===== src/rtl/ctrl_sequencer_if.sv =====
// Control-word link between the sequencer (master) and the processing unit (slave).
// ctrl_word is valid every cycle with no backpressure; state_flags are the datapath's registered flags.
interface ctrl_sequencer_if;
  logic [15:0] ctrl_word;
  logic [3:0]  state_flags;

  modport master (output ctrl_word, input state_flags);
  modport slave  (input ctrl_word, output state_flags);
endinterface


===== src/rtl/ctrl_sequencer.sv =====
// Microprogrammed sequencer issuing one 16-bit control word per cycle from a writable store.
// Optional single-step input guarded by macro SEQ_STEP_EN.
module ctrl_sequencer #(
  parameter int DEPTH  = 16,
  parameter int ADDR_W = $clog2(DEPTH)
) (
  input  logic              clk,
  input  logic              rst,
`ifdef SEQ_STEP_EN
  input  logic              step,
`endif
  input  logic              start,
  ctrl_sequencer_if.master  cif,
  input  logic              prog_we,
  input  logic [ADDR_W-1:0] prog_addr,
  input  logic [19:0]       prog_data,
  output logic [ADDR_W-1:0] pc,
  output logic              busy,
  output logic              done
);

  typedef enum logic {IDLE = 1'b0, RUN = 1'b1} state_t;

  state_t      state;
  logic [19:0] mem [DEPTH];
  logic [19:0] instr;
  logic        last_exec;
  logic        adv;
  logic        taken;

`ifdef SEQ_STEP_EN
  assign adv = step;
`else
  assign adv = 1'b1;
`endif

  assign instr = mem[pc];
  assign taken = (cif.state_flags[instr[17:16]] == instr[15]);

  // Store is not reset; writes are accepted only while idle.
  always_ff @(posedge clk) begin
    if (state == IDLE && prog_we) mem[prog_addr] <= prog_data;
  end

  // busy is a registered copy of the state bit and serves as the FSM debug view.
  always_ff @(posedge clk or posedge rst) begin
    if (rst) begin
      state         <= IDLE;
      pc            <= '0;
      cif.ctrl_word <= 16'h0000;
      busy          <= 1'b0;
      done          <= 1'b0;
      last_exec     <= 1'b0;
    end else begin
      done <= 1'b0;
      case (state)
        IDLE: begin
          cif.ctrl_word <= 16'h0000;
          if (start) begin
            state     <= RUN;
            busy      <= 1'b1;
            pc        <= '0;
            last_exec <= 1'b0;
          end
        end
        RUN: begin
          cif.ctrl_word <= 16'h0000;
          if (adv) begin
            case (instr[19:18])
              2'b00: begin
                cif.ctrl_word <= instr[15:0];
                pc            <= pc + ADDR_W'(1);
                last_exec     <= 1'b1;
              end
              2'b01: begin
                pc        <= instr[ADDR_W-1:0];
                last_exec <= 1'b0;
              end
              2'b10: begin
                // After an EXEC, hold one cycle so its flags reach state_flags.
                last_exec <= 1'b0;
                if (!last_exec) pc <= taken ? instr[ADDR_W-1:0] : pc + ADDR_W'(1);
              end
              default: begin
                state     <= IDLE;
                busy      <= 1'b0;
                done      <= 1'b1;
                last_exec <= 1'b0;
              end
            endcase
          end
        end
        default: state <= IDLE;
      endcase
    end
  end

endmodule


===== src/flat_wrapper.sv =====
// flat-port wrapper written by rule: the top's interface ports become plain ports
module ctrl_sequencer_flat 
#(
  parameter int DEPTH  = 16,
  parameter int ADDR_W = $clog2(DEPTH)
)
  (clk, rst, start, prog_we, prog_addr, prog_data, pc, busy, done, cif_ctrl_word, cif_state_flags);
  ctrl_sequencer_if cif_i ();
  input  logic clk;
  input  logic rst;
  input  logic start;
  input  logic prog_we;
  input  logic [ADDR_W-1:0] prog_addr;
  input  logic [19:0] prog_data;
  output logic [ADDR_W-1:0] pc;
  output logic busy;
  output logic done;
  output wire logic [$bits(cif_i.ctrl_word)-1:0] cif_ctrl_word;
  input wire logic [$bits(cif_i.state_flags)-1:0] cif_state_flags;
  assign cif_ctrl_word = cif_i.ctrl_word;
  assign cif_i.state_flags = cif_state_flags;
  ctrl_sequencer #(.DEPTH(DEPTH), .ADDR_W(ADDR_W)) u_core (.clk(clk), .rst(rst), .start(start), .cif(cif_i), .prog_we(prog_we), .prog_addr(prog_addr), .prog_data(prog_data), .pc(pc), .busy(busy), .done(done));
endmodule

===== config.mk =====
export PLATFORM = sky130hd
export DESIGN_NAME = ctrl_sequencer_flat
export DESIGN_NICKNAME = d
export VERILOG_FILES = /design/src/rtl/ctrl_sequencer_if.sv /design/src/rtl/ctrl_sequencer.sv /design/src/flat_wrapper.sv
export SDC_FILE = /design/constraint.sdc
export NUM_CORES = 1
export LEC_CHECK = 0
export ABC_AREA = 1
export CELL_PAD_IN_SITES_DETAIL_PLACEMENT = 1
export CELL_PAD_IN_SITES_GLOBAL_PLACEMENT = 1
export CORE_UTILIZATION = 50
export DETAILED_ROUTE_END_ITERATION = 10
export MAX_ROUTING_LAYER = met4
export PLACE_DENSITY = 0.76
export SYNTH_ARGS = -nofsm -noshare
export SYNTH_HDL_FRONTEND = slang
export SYNTH_SLANG_ARGS = --single-unit

===== constraint.sdc =====
create_clock -name clk -period 6.9 [get_ports clk]
set_input_delay 2.07 -clock clk [delete_from_list [all_inputs] [get_ports clk]]
set_output_delay 2.07 -clock clk [all_outputs]
set_load 0.05 [all_outputs]

After elaboration in Yosys (flattened, before gate mapping)
Memory sizes are Yosys's and may differ from the RTL's.
Index checks and enable logic that the tools add are counted.
Widths: inputs -> output; s select.
{"block": "word_totals", "reg_bits": 24, "latch_bits": 0, "mem_bits_rw": 320, "rom_bits": 0, "in_bits": 32, "out_inout_bits": 22, "n_memories": 1}
{"name": "u_core.mem", "depth": 16, "width": 20, "read_ports": 1, "rd_clocked_by_memory_dff": 0, "write_ports": 1, "line_no": "ctrl_sequencer.sv:25", "text": "logic [19:0] mem [DEPTH];"}
{"block": "classes", "n_addsub": 1, "n_mul": 0, "div_mod_pow": 0, "n_lt_le_gt_ge": 1, "eq_ne": 7, "shifts": 0, "n_mux": 22, "bitwise": 1, "reduce_logical": 5}
{"operator": "$pmux 16 s2", "n": 1}
{"operator": "$mux 16", "n": 1}
{"operator": "$mux 4", "n": 3}
{"operator": "$pmux 4 s3", "n": 1}
{"operator": "$mux 1", "n": 11}
{"operator": "$pmux 4 s2", "n": 1}
{"operator": "$pmux 1 s2", "n": 3}
{"operator": "$add 4x1->4 const B", "n": 1}
{"operator": "$ne 2x2->1 const B", "n": 2}
{"operator": "$ne 4x4->1 const B", "n": 1}
{"operator": "$lt 2x3->1 const B", "n": 1}
{"operator": "$ne 3x3->1 const B", "n": 1}
{"operator": "$reduce_and 3->1", "n": 1}
{"operator": "$reduce_or 3->1", "n": 1}
{"operator": "$bmux 1 s2", "n": 1}
{"operator": "$eq 2x1->1 const B", "n": 1}
{"operator": "$eq 2x2->1 const B", "n": 1}
{"operator": "$logic_not 2->1", "n": 1}
{"operator": "$reduce_and 2->1", "n": 1}
{"operator": "$eq 1x1->1", "n": 1}
{"operator": "$logic_and 1x1->1", "n": 1}
{"operator": "$not 1->1", "n": 1}

Logic depth before layout (Yosys ltp)
An unclocked memory read counts as a cell.
{"block": "depth", "word_depth": 8, "mapped_depth": 19, "mapped_depth_nobuf": 15}

Worst setup path before layout
OpenSTA, ideal clock, no wires.
{"block": "synth_timing", "path_type": "in2reg", "start": "in prog_we", "end": "mem u_core.mem[10][0] (enable)", "setup_time_ns": 0.397, "arrival_time_ns": 3.295, "slack_ns": 3.208, "stages": 4, "n_path_buf": 0, "cell_sequence": "inv_1 > nor2_1 > nand3b_1 > nor2_1"}
{"block": "synth_via", "elab_chain_len": 3}
{"item": "from (decl)", "line_no": "flat_wrapper.sv:12", "text": "input logic prog_we;"}
{"item": "$logic_and 1x1->1", "line_no": "ctrl_sequencer.sv:42", "text": "if (state == IDLE && prog_we) mem[prog_addr] <= prog_data;"}
{"item": "$mux 1", "line_no": "ctrl_sequencer.sv:42"}
{"item": "$mux 1 (implied by the code)", "line_no": "ctrl_sequencer.sv:42"}
{"item": "to (decl)", "line_no": "ctrl_sequencer.sv:25"}
No other way between the ends.

Worst setup path in the final report
{"block": "layout_timing", "start": "reg u_core.pc[0]", "end": "out pc[0]"}
{"item": "from (decl)", "line_no": "ctrl_sequencer.sv:17", "text": "output logic [ADDR_W-1:0] pc,"}
{"item": "from (signal assigned)", "line_no": "ctrl_sequencer.sv:72", "text": "pc <= pc + ADDR_W'(1);"}
{"item": "from (signal assigned)", "line_no": "ctrl_sequencer.sv:76", "text": "pc <= instr[ADDR_W-1:0];"}
{"item": "from (signal assigned)", "line_no": "ctrl_sequencer.sv:82", "text": "if (!last_exec) pc <= taken ? instr[ADDR_W-1:0] : pc + ADDR_W'(1);"}
{"item": "to (decl)", "line_no": "flat_wrapper.sv:15", "text": "output logic [ADDR_W-1:0] pc;"}
No word-level cell between the ends.

==> impl_metrics.env <==
export IMPL_status="complete, no violations"
export IMPL_area_delta_synth_final_pct=14.1
export IMPL_min_from="u_core.busy"
export IMPL_drtIter0Drc=798
export IMPL_power_static_leakage_nw=5.56
export IMPL_multi_input_comb_area_mm2=0.00306
export IMPL_hold_buffers=0
export IMPL_cp_start_kind="flip-flop"
export IMPL_tightest_slew_ps=1340
export IMPL_num_vias=8899
export IMPL_crit_required_ps=4830
export IMPL_hpwl_mm=22.7
export IMPL_port_buffers=53
export IMPL_critical_path_buf_inv_count=1
export IMPL_die_y_um=168
export IMPL_die_area_mm2=0.0282
export IMPL_hold_slack_ps=537
export IMPL_wl_per_cell_um=25.1
export IMPL_cts_tree="yes"
export IMPL_num_nets_final=1151
export IMPL_endpoint_kind="output pin"
export IMPL_pre_cts_ws_ps=2430
export IMPL_grt_pass1_vias=9670
export IMPL_totalWireLength_mm=37.2
export IMPL_min_period_over_period_pct=64.7
export IMPL_numCtsBuffers=37
export IMPL_synth_seq_cells=344
export IMPL_grt_overflow=0
export IMPL_crit_start="u_core.pc[0]"
export IMPL_crit_chain="clkdlybuf4s50_1"
export IMPL_finClkSkew_ps=13.1
export IMPL_syn_area_per_cell_um2=12.8
export IMPL_io_pins=54
export IMPL_finalSetupViolCount=0
export IMPL_critPathMaxStageDelay_ps=940
export IMPL_groute_usage_overall_pct=27.8
export IMPL_synthDistinctLibCells=32
export IMPL_fin_crit_ps=4470
export IMPL_cts_resized=0
export IMPL_fin_util_pct=58.2
export IMPL_core_area_mm2=0.0270
export IMPL_hold_viol=0
export IMPL_power_mw=6.41
export IMPL_synth_area_mm2=0.0138
export IMPL_crit_slowest_cell="clkdlybuf4s50_1"
export IMPL_ys_warnings_count=0
export IMPL_drc=0
export IMPL_path_clk_slew_ps=60
export IMPL_antenna_found_initial=0
export IMPL_ys_async_sr_fraction_pct=6.98
export IMPL_synth_nets=1110
export IMPL_p_per_area_mw_per_mm2=407
export IMPL_grt_pass1_wl_mm=56.6
export IMPL_grt_max_degree=78
export IMPL_critical_path_top_delay_family="buffers and inverters"
export IMPL_clock_sinks=344
export IMPL_cp_arrival_ps=2400
export IMPL_clkLatencyLatePin_ps=530
export IMPL_ys_seq_area_share_pct=74.1
export IMPL_n_antenna_cell=0
export IMPL_start_util_pct=51.0
export IMPL_synth_ff_type="edfxtp_1"
export IMPL_drive_gt1_share_pct=8.15
export IMPL_cts_setup_buffers=0
export IMPL_setup_slack_ps=2430
export IMPL_finalMaxSlewViolations=0
export IMPL_drt_first_pass_iters=5
export IMPL_final_setup_tns_ps=0
export IMPL_gp_congestion=0.805
export IMPL_rows=60
export IMPL_num_fill_cells=2647
export IMPL_htree_num_levels=2
export IMPL_crit_type="reg -> out"
export IMPL_ant_nets=0
export IMPL_worstPathMaxFanout=67
export IMPL_viasPerCell=6.00
export IMPL_reg2reg_from="u_core.pc[0]"
export IMPL_rsz0062_at_grt="no"
export IMPL_cts_path_max_buffers=3
export IMPL_regArea_mm2=0.0102
export IMPL_clock_fmax_ghz=0.224
export IMPL_relSlewSlack_pct=10.6
export IMPL_synth_edf_count=320
export IMPL_die_width_um=168
export IMPL_cts_root_buf="clkbuf_16"
export IMPL_hp_class="reg -> reg"
export IMPL_syn_instance_count=1073
export IMPL_maxCapViolCount=0
export IMPL_vdd_drop_max_uv=237
per-stage QoR:
stage                     instances  area, µm²
after detailed placement       1416      14500
after global placement         1416      14500
after CTS                      1482      15700
after global routing           1482      15700
after floorplan                1073      13800
final                          1482      15700
placed cells by master (no fill, tap or decap), types with 2 or more instances in the layout:
| cell | instances |
|---|---|
| clkinv_2 | 10 |
| clkbuf_1 | 5 |
| o221ai_1 | 6 |
| o21ai_1 | 2 |
| a31oi_1 | 4 |
| clkdlybuf4s50_1 | 53 |
| inv_1 | 38 |
| nor2_1 | 24 |
| or2_1 | 2 |
| a221oi_1 | 31 |
| a311oi_1 | 5 |
| a21oi_1 | 84 |
| nand3b_1 | 3 |
| o21ai_0 | 20 |
| nand2_1 | 259 |
| edfxtp_1 | 320 |
| ha_1 | 5 |
| clkbuf_8 | 2 |
| buf_4 | 16 |
| a22o_1 | 2 |
| nor3_1 | 24 |
| bufinv_16 | 4 |
| nand3_1 | 113 |
| clkbuf_16 | 39 |
| o22ai_1 | 2 |
| dfrtp_1 | 22 |
| clkinv_1 | 6 |
| nor2_2 | 16 |
| o211ai_1 | 7 |
| a32o_1 | 7 |
final timing paths:
check	to	slack [ps]	cells after the start
max reg2reg	u_core.pc[1]	3040	16
max in group asynchronous	u_core.pc[0]	4600	3
max	pc[0]	2430	1
min in group asynchronous	u_core.cif.ctrl_word[10]	1950	3
min	u_core.busy	540	2
min reg2reg	u_core.busy	540	2
cells by family after synthesis:
logic type | count (synthesis) | share of synthesized area, %
compound gates | 171 | 7.88
buf+inv | 108 | 3.99
simple gates | 443 | 13.5
xor+xnor | 2 | 0.127
flops | 344 | 74.1
fa+ha+maj | 5 | 0.454
sequential cells by signal, indices dropped and copies added, names as in the netlist:
signal / cells
u_core.mem: 320
u_core.cif.ctrl_word: 16
u_core.pc: 4
u_core.busy: 1
u_core.done: 1
u_core.last_exec: 1
u_core.state: 1
layout make-up:
| cell class | instances | share of cell area (%) |
|---|---|---|
| clock inverter | 20 | 1.26 |
| multi-input combinational | 621 | 19.5 |
| tap | 341 | 2.71 |
| sequential | 344 | 64.9 |
| inverter | 41 | 0.994 |
| timing repair buffer | 69 | 4.14 |
| clock buffer | 46 | 6.50 |
cell usage after synthesis, types with 19 or more instances:
library cell,number,share of area (%)
dfrtp_1,24,4.4
a221oi_1,31,2.0
inv_1,39,1.1
buf_4,19,1.0
a21oi_1,84,3.1
edfxtp_1,320,70
o21ai_0,20,0.73
nand3_1,113,4.1
nor3_1,24,0.87
nor2_1,40,1.1
buf_2,35,1.3
nand2_1,259,7.1
layer usage:
layer	vias to the layer above	global-route usage [%]	part of all wire, %
li1	3994	-	-
met3	79	3.57	4.7
met2	276	47.8	52
met1	4550	33.2	40
met5	-	-	0
met4	0	11.8	3.6
power by group:
part	leakage [nW]	switching, mW	internal [mW]
combinational	1.75	1.38	0.549
clock	0.609	0.796	1.20
sequential	3.20	0.104	2.37
No activity file was read; power rests on OpenSTA's default activity.
